File: src/rtl/ahb_lite_eic_regs.sv
// ahb_lite_eic_regs: AHB-Lite slave register file for the eic core.
// Holds the STATUS word, per-channel mask and sense mode, and issues one-cycle
// forced set/clear strobes for the pending flags. Live flags are read back.
// Optional build macro EIC_AHB_ERROR_EN: unmapped offsets, the read-only IFR
// words and non-word transfers get a two-cycle AHB ERROR response.
// Assumes 32 < EIC_TOTAL_CHANNELS <= 64 and EIC_SENSE_CHANNELS <= 32.
module ahb_lite_eic_regs #(
   parameter int EIC_DIRECT_CHANNELS = 31,
   parameter int EIC_SENSE_CHANNELS  = 32,
   parameter int EIC_TOTAL_CHANNELS  = EIC_DIRECT_CHANNELS + EIC_SENSE_CHANNELS
) (
   input  logic                              CLK,
   input  logic                              RESETn,
   input  logic                              HSEL,
   input  logic [31:0]                       HADDR,
   input  logic [1:0]                        HTRANS,
   input  logic                              HWRITE,
   input  logic [2:0]                        HSIZE,
   input  logic [31:0]                       HWDATA,
   input  logic                              HREADY,
   output logic [31:0]                       HRDATA,
   output logic                              HREADYOUT,
   output logic                              HRESP,
   input  logic [EIC_TOTAL_CHANNELS-1:0]     request,
   output logic [EIC_TOTAL_CHANNELS-1:0]     mask,
   output logic [2*EIC_SENSE_CHANNELS-1:0]   senceMask,
   output logic [EIC_TOTAL_CHANNELS-1:0]     requestWR,
   output logic [EIC_TOTAL_CHANNELS-1:0]     requestIn,
   output logic [31:0]                       status
);

   localparam logic [3:0] A_STATUS  = 4'd0;
   localparam logic [3:0] A_MASK_L  = 4'd1;
   localparam logic [3:0] A_MASK_H  = 4'd2;
   localparam logic [3:0] A_IFR_L   = 4'd3;
   localparam logic [3:0] A_IFR_H   = 4'd4;
   localparam logic [3:0] A_IFRS_L  = 4'd5;
   localparam logic [3:0] A_IFRS_H  = 4'd6;
   localparam logic [3:0] A_IFRC_L  = 4'd7;
   localparam logic [3:0] A_IFRC_H  = 4'd8;
   localparam logic [3:0] A_SENSE_L = 4'd9;
   localparam logic [3:0] A_SENSE_H = 4'd10;

   logic                            accept;
   logic                            accept_ok;
   logic                            dph_valid;
   logic [3:0]                      dph_addr;
   logic                            dph_write;
   logic [2:0]                      dph_size;
   logic [31:0]                     status_next;
   logic [EIC_TOTAL_CHANNELS-1:0]   mask_next;
   logic [2*EIC_SENSE_CHANNELS-1:0] sense_next;
   logic [EIC_TOTAL_CHANNELS-1:0]   wr_pulse;
   logic [EIC_TOTAL_CHANNELS-1:0]   wr_value;
   logic [31:0]                     rd_data;
   logic                            unused_bits;

   assign accept      = HSEL & HREADY & HTRANS[1];
   assign unused_bits = ^{HADDR[31:6], HADDR[1:0], HTRANS[0], dph_size};

`ifdef EIC_AHB_ERROR_EN
   typedef enum logic [1:0] {ST_IDLE, ST_ERR1, ST_ERR2} err_state_t;

   err_state_t err_state;
   err_state_t err_state_next;
   logic       err_access;

   assign err_access = (HADDR[5:2] > A_SENSE_H) || (HADDR[5:2] == A_IFR_L) ||
                       (HADDR[5:2] == A_IFR_H) || (HSIZE != 3'b010);
   assign accept_ok  = accept & ~err_access;

   // Error response state register
   always_ff @(posedge CLK or negedge RESETn) begin
      if (!RESETn) err_state <= ST_IDLE;
      else         err_state <= err_state_next;
   end

   // Error sequencing: stall one cycle with ERROR, then complete ERROR
   always_comb begin
      err_state_next = err_state;
      HREADYOUT      = 1'b1;
      HRESP          = 1'b0;
      case (err_state)
         ST_IDLE: begin
            if (accept && err_access) err_state_next = ST_ERR1;
         end
         ST_ERR1: begin
            HREADYOUT      = 1'b0;
            HRESP          = 1'b1;
            err_state_next = ST_ERR2;
         end
         ST_ERR2: begin
            HRESP          = 1'b1;
            err_state_next = (accept && err_access) ? ST_ERR1 : ST_IDLE;
         end
         default: err_state_next = ST_IDLE;
      endcase
   end
`else
   assign accept_ok = accept;
   assign HREADYOUT = 1'b1;
   assign HRESP     = 1'b0;
`endif

   // Address phase capture; the valid flag lives for exactly one data phase
   always_ff @(posedge CLK or negedge RESETn) begin
      if (!RESETn) begin
         dph_valid <= 1'b0;
         dph_addr  <= 4'd0;
         dph_write <= 1'b0;
         dph_size  <= 3'd0;
      end else begin
         dph_valid <= accept_ok;
         if (accept) begin
            dph_addr  <= HADDR[5:2];
            dph_write <= HWRITE;
            dph_size  <= HSIZE;
         end
      end
   end

   // Next register values from the write finishing its data phase this cycle
   always_comb begin
      status_next = status;
      mask_next   = mask;
      sense_next  = senceMask;
      wr_pulse    = '0;
      wr_value    = '0;
      if (dph_valid && dph_write) begin
         if (dph_addr == A_STATUS) status_next = HWDATA;
         for (int i = 0; i < EIC_TOTAL_CHANNELS; i++) begin
            if (dph_addr == ((i < 32) ? A_MASK_L : A_MASK_H))
               mask_next[i] = HWDATA[i[4:0]];
            if (dph_addr == ((i < 32) ? A_IFRS_L : A_IFRS_H)) begin
               wr_pulse[i] = HWDATA[i[4:0]];
               wr_value[i] = HWDATA[i[4:0]];
            end
            if (dph_addr == ((i < 32) ? A_IFRC_L : A_IFRC_H))
               wr_pulse[i] = HWDATA[i[4:0]];
         end
         for (int i = 0; i < EIC_SENSE_CHANNELS; i++) begin
            if (dph_addr == ((i < 16) ? A_SENSE_L : A_SENSE_H))
               sense_next[2*i +: 2] = HWDATA[{i[3:0], 1'b0} +: 2];
         end
      end
   end

   // Read mux works on next values so a write just completing is forwarded
   always_comb begin
      rd_data = '0;
      if (HADDR[5:2] == A_STATUS) rd_data = status_next;
      for (int i = 0; i < EIC_TOTAL_CHANNELS; i++) begin
         if (HADDR[5:2] == ((i < 32) ? A_MASK_L : A_MASK_H))
            rd_data[i[4:0]] = mask_next[i];
         if (HADDR[5:2] == ((i < 32) ? A_IFR_L : A_IFR_H))
            rd_data[i[4:0]] = request[i];
      end
      for (int i = 0; i < EIC_SENSE_CHANNELS; i++) begin
         if (HADDR[5:2] == ((i < 16) ? A_SENSE_L : A_SENSE_H))
            rd_data[{i[3:0], 1'b0} +: 2] = sense_next[2*i +: 2];
      end
   end

   // Register file, one-cycle flag strobes and registered read data
   always_ff @(posedge CLK or negedge RESETn) begin
      if (!RESETn) begin
         status    <= '0;
         mask      <= '0;
         senceMask <= '1;
         requestWR <= '0;
         requestIn <= '0;
         HRDATA    <= '0;
      end else begin
         status    <= status_next;
         mask      <= mask_next;
         senceMask <= sense_next;
         requestWR <= wr_pulse;
         requestIn <= wr_value;
         if (accept_ok && !HWRITE) HRDATA <= rd_data;
      end
   end

endmodule

File: config.mk
export PLATFORM = sky130hd
export DESIGN_NAME = ahb_lite_eic_regs
export DESIGN_NICKNAME = d
export VERILOG_FILES = /design/src/rtl/ahb_lite_eic_regs.sv
export SDC_FILE = /design/constraint.sdc
export NUM_CORES = 1
export LEC_CHECK = 0
export BUFFER_PORTS_ARGS = -buffer_cell sky130_fd_sc_hd__clkbuf_2
export CAP_MARGIN = 20
export CORE_MARGIN = 5
export CORE_UTILIZATION = 46
export DETAILED_ROUTE_END_ITERATION = 16
export PLACE_DENSITY = 0.81
export SYNTH_ARGS = -nofsm -noshare
export SYNTH_HDL_FRONTEND = slang
export SYNTH_SLANG_ARGS = --single-unit
export TNS_END_PERCENT = 100
File: constraint.sdc
create_clock -name CLK -period 1.9 [get_ports CLK]
set_input_delay 0.095 -clock CLK [delete_from_list [all_inputs] [get_ports CLK]]
set_output_delay 0.095 -clock CLK [all_outputs]
set_load 0.02 [all_outputs]
Word-level counts from Yosys, hierarchy flattened
Cells that the tools add are included.
Operators by class
  muxes and demuxes: 386
  bitwise logic cells: 2
  eq/ne operators: 14
  reductions and logical operators: 5
Operators by type and width (number)
  two-way mux 1 bit: 315
  two-way mux 63 bit: 3
  two-way mux 2 bit: 64
  two-way mux 32 bit: 3
  two-way mux 64 bit: 1
  equality test 4 bit, second input constant: 5
  equality test 4 x 3 -> 1 bit, second input constant: 4
  equality test 4 x 2 -> 1 bit, second input constant: 3
  equality test 4 x 1 -> 1 bit, second input constant: 2
  zero test 4 bit: 2
  AND 1 bit: 2
  logical AND 1 bit: 2
  zero test 1 bit: 1
Word-level totals
  output and inout bits: 319
  register bits after elaboration: 323

Logic depth before layout (Yosys ltp)
  depth in word-level cells: 10
  depth in mapped cells: 9
  depth with buffers taken out: 5

Worst setup path before layout
OpenSTA, ideal clock, no wires.
  path type: register -> register
  from: register dph_addr[0]
  to: register HRDATA[31]
  buffers on the path: 2
  data arrival time: 1.826 ns
  setup time: 0.135 ns
  clock period less this slack: 1.960 ns
  slack: -0.060 ns
  cell stages (with the launch flop): 8
  required time: 1.765 ns
  cells stage by stage: dfrtp_1 buf_4 nand4b_1 nor2_4 buf_4 mux2_2 a221oi_1 o32ai_1
On the way
  elaborated cells between the ends (all ways): 16
  classes of those cells: eq/ne (3); mux (12); reduce/logical (1)
RTL lines
  start: declaration: RTL line 47  | logic [3:0] dph_addr;
  start signal: assignment: RTL line 115  | dph_addr <= HADDR[5:2];
  equality test 4 bit: RTL line 142  | if (dph_addr == ((i < 16) ? A_SENSE_L : A_SENSE_H))
  two-way mux 2 bit: RTL line 142
  two-way mux 64 bit: RTL line 129  | if (dph_valid && dph_write) begin
  net sense_next[63]: RTL line 52  | logic [2*EIC_SENSE_CHANNELS-1:0] sense_next;
  two-way mux 2 bit: RTL line 159  | if (HADDR[5:2] == ((i < 16) ? A_SENSE_L : A_SENSE_H))
  end signal: assignment: RTL line 179  | if (accept_ok && !HWRITE) HRDATA <= rd_data;
  end: declaration: RTL line 21  | output logic [31:0] HRDATA,
The timed path passes the listed nets, and every way through them passes these cells.
A chain may end at the register's enable or synchronous reset.

Worst setup path after layout
  from: register dph_valid
  to: register HRDATA[27]
On the way
  word-level cells in the longest chain between the ends: 9
  elaborated cells between the ends (all ways): 11
  classes of those cells: mux (10); reduce/logical (1)
Ends and longest elaborated chain
  start: declaration: RTL line 46  | logic dph_valid;
  start signal: assignment: RTL line 113  | dph_valid <= accept_ok;
  logical AND 1 bit *: RTL line 129
  two-way mux 32 bit: RTL line 129
  two-way mux 32 bit: RTL line 151  | if (HADDR[5:2] == A_STATUS) rd_data = status_next;
  two-way mux 1 bit: RTL line 153  | if (HADDR[5:2] == ((i < 32) ? A_MASK_L : A_MASK_H))
  two-way mux 1 bit: RTL line 155  | if (HADDR[5:2] == ((i < 32) ? A_IFR_L : A_IFR_H))
  two-way mux 1 bit: RTL line 153
  two-way mux 1 bit: RTL line 155
  two-way mux 2 bit: RTL line 159
  two-way mux 2 bit *: RTL line 159
Every way passes the cells marked *; elsewhere a longest branch is shown, timed or not.

==> key figures <==
Synth
  • Synth warn: 0
  • Post-synth top flop: dfrtp_1
  • Yosys top cell area share: 45.9%
  • Largest cells by area after synthesis: dfrtp_1 (46%), dfstp_2 (12%), mux2_2 (6.9%)
  • Number of synthesized flops with an enable pin: 0
  • Async SR Flop Fraction: 100%
  • Most instantiated cells after synthesis: dfrtp_1 (259), nor2_1 (176), nand2_1 (131)
  • Synth Area per Inst: 10.9 µm²
  • Syn Inst Count: 1298
  • Unique cell type count in the Yosys netlist: 55
  • Post-synthesis register bit count: 323
  • Cell taking the most area after synthesis: dfrtp_1
  • Syn nets: 1435
  • Most common cell in the netlist: dfrtp_1
  • Sequential area share after synthesis: 57.8%
  • Syn Std Cell Area: 14100 µm²

Status
  • Violated checks: negative setup slack
  • Outcome: finished with violations

Power
  • Peak VDD IR: 587 µV
  • Total power: 23.0 mW
  • Pleak: 9.66 nW
  • Pwr/cell area: 1080 nW/µm²

Timing
  • Final Max Tran Viols: 0
  • Relative slew margins: 48.3%
  • Fin Setup TNS: -4.21 ns
  • RSZ-0062 raised after global routing: true
  • Clock skew: 0.0184 ns
  • F_max: 0.473 GHz
  • Final-report hold violation count: 0
  • Fin Hold WS: 0.0170 ns
  • Final WS setup: -0.215 ns
  • # setup viols final: 31
  • Slew @ Worst Pin: 0.772 ns
  • Fin crit period: 2.11 ns
  • Final worst path period share: 111%

Critical path
  • Worst path required time: 2.28 ns
  • Worst setup SP type: flip-flop
  • Worst setup EP type: flip-flop
  • Critical path fanouts, max: 7
  • Critical path arrival: 2.50 ns
  • Critical path type: flip-flop to flip-flop

Final layout
  • Share of layout cells above drive strength 1: 52.1%
  • Area Overhead vs Synth: 50.8%
  • Fillcell total: 1994
  • Non-Filler Instances: 2329
  • Final Util: 70.0%
  • Layout net count: 2042
  • Design area: 21300 µm²

CTS
  • Clock Sinks: 323
  • Clk root buf: clkbuf_16
  • CTS tree: yes
  • Clock latency on the worst-skew pair: 0.52 ns
  • Clock transition at the registers of the reported paths: 0.06 ns
  • Clk buf depth: 3
  • CTS buffer count: 34
  • Number of H-tree levels: 2

Placement
  • RD Place Congestion: 0.974
  • Port Buffers: 421
  • Dpl ws: -0.661 ns
  • Cell count after placement: 2172
  • Placed cell areas: 17900 µm²
  • Post-DP HPWL: 40.0 mm

Detailed routing
  • Via count: 14500
  • DR vias/cell: 6.24
  • First DRT Iteration DRCs: 1777
  • Routed Antenna Nets: 0
  • Final wirelength: 62.1 mm
  • First drt pass iteration count: 8
  • Post-DR wirelength/cell: 26.7 µm
  • # DRC: 0

Floorplan
  • I/O pin count: 456
  • Die Ht: 185 µm
  • Core area: 30400 µm²
  • DIE WIDTH: 185 µm
  • Initial core utilization: 46.4%
  • # rows: 64
  • Die Footprint: 34300 µm²

Global route
  • Largest net degree at the start of global routing: 82
  • GRT Total Usage: 33.2%
  • Number of global-route vias before repair: 14600
  • First-pass GRT wire length: 87.5 mm
  • Initial antenna violation count: 5
  • Overflow left after global routing: 0

Job
  • Max-cap violations: 0

Min path
  • Hold crit path type: primary input to flip-flop
[metal layers]
| metal | share of wire (%) | wire length, µm | global-route usage [%] |
|---|---|---|---|
| met2 | 45 | 28200 | 51.2 |
| met1 | 36 | 22500 | 43.0 |
| met3 | 11 | 6780 | 8.41 |
| met5 | 0.024 | 15 | 0 |
| met4 | 7.6 | 4710 | 18.8 |
[what timing repair did]
item | CTS | global route
gates cloned | 7 | 3
endpoints found under the setup margin | 36 | 63
hold buffers | 50 | 0
pin swaps | 35 | 23
hold endpoints to repair | 310 | 0
resized for setup | 214 | 88
setup buffers | 23 | 10
[layout make-up]
class | count | area [µm²] | share of cell area, %
repair buffers | 683 | 4820 | 22.6
clock buffers | 51 | 935 | 4.39
well taps | 396 | 495 | 2.33
inverters | 2 | 7.51 | 0.0353
diodes | 2 | 5.00 | 0.0235
multi-input cells | 861 | 6680 | 31.4
flip-flops and latches | 323 | 8170 | 38.4
clock inverters | 11 | 184 | 0.864
[cells in the final DEF, fill, tap and decap left out, types with 14 or more instances in the layout]
| cell | instances |
|---|---|
| a2111oi_4 | 24 |
| a21oi_1 | 62 |
| a221oi_2 | 15 |
| a22oi_1 | 16 |
| buf_12 | 31 |
| buf_4 | 161 |
| clkbuf_1 | 15 |
| clkbuf_16 | 37 |
| clkbuf_2 | 420 |
| dfrtp_1 | 255 |
| dfstp_2 | 64 |
| dlygate4sd3_1 | 50 |
| mux2_2 | 66 |
| mux2_4 | 32 |
| nand2_1 | 131 |
| nand2b_1 | 17 |
| nand3_1 | 59 |
| nor2_1 | 173 |
| o211ai_1 | 28 |
| o21ai_1 | 44 |
| o21ai_2 | 29 |
| o21ai_4 | 14 |
[worst max-delay path: stages, from the launching register on]
cell and delay [ns]:
dfrtp_1 0.42, buf_4 0.15, nand4bb_4 0.15, buf_12 0.18, buf_16 0.15, o21ai_2 0.19
a311oi_2 0.16, a2111oi_4 0.44, o21ai_1 0.12
[report_power, final]
part / internal (mW) / switching [mW] / total [mW]
clock network: 4.00 / 2.83 / 6.82
logic: 2.70 / 4.39 / 7.10
registers: 8.10 / 0.998 / 9.10
[sequential cells by signal, summed over array words and instances, names as in the netlist]
signal,flops
senceMask,64
mask,63
requestIn,63
requestWR,63
HRDATA,32
status,32
dph_addr,4
dph_valid,1
dph_write,1
[final timing paths]
check	start	endpoint	slack [ns]	depth (start not counted)
setup / recovery	dph_valid	HRDATA[27]	-0.21	8
hold / removal	HWDATA[20]	status[20]	0.02	3
setup reg to reg	dph_valid	HRDATA[27]	-0.21	8
hold reg to reg	mask[36]	mask[36]	0.52	2
max in group asynchronous	RESETn	senceMask[43]	1.01	4
min in group asynchronous	RESETn	mask[29]	0.07	2
[cells by family after synthesis]
kind of cell | Yosys count | share of synthesized area, %
multiplexers | 98 | 8.11
AND/OR/NAND/NOR | 441 | 14.5
AO/OA/AOI/OAI | 319 | 15.5
flip-flops | 323 | 57.8
buffers and inverters | 115 | 4.01
other | 2 | 0.0532
Power figures use the tool's default switching activity.
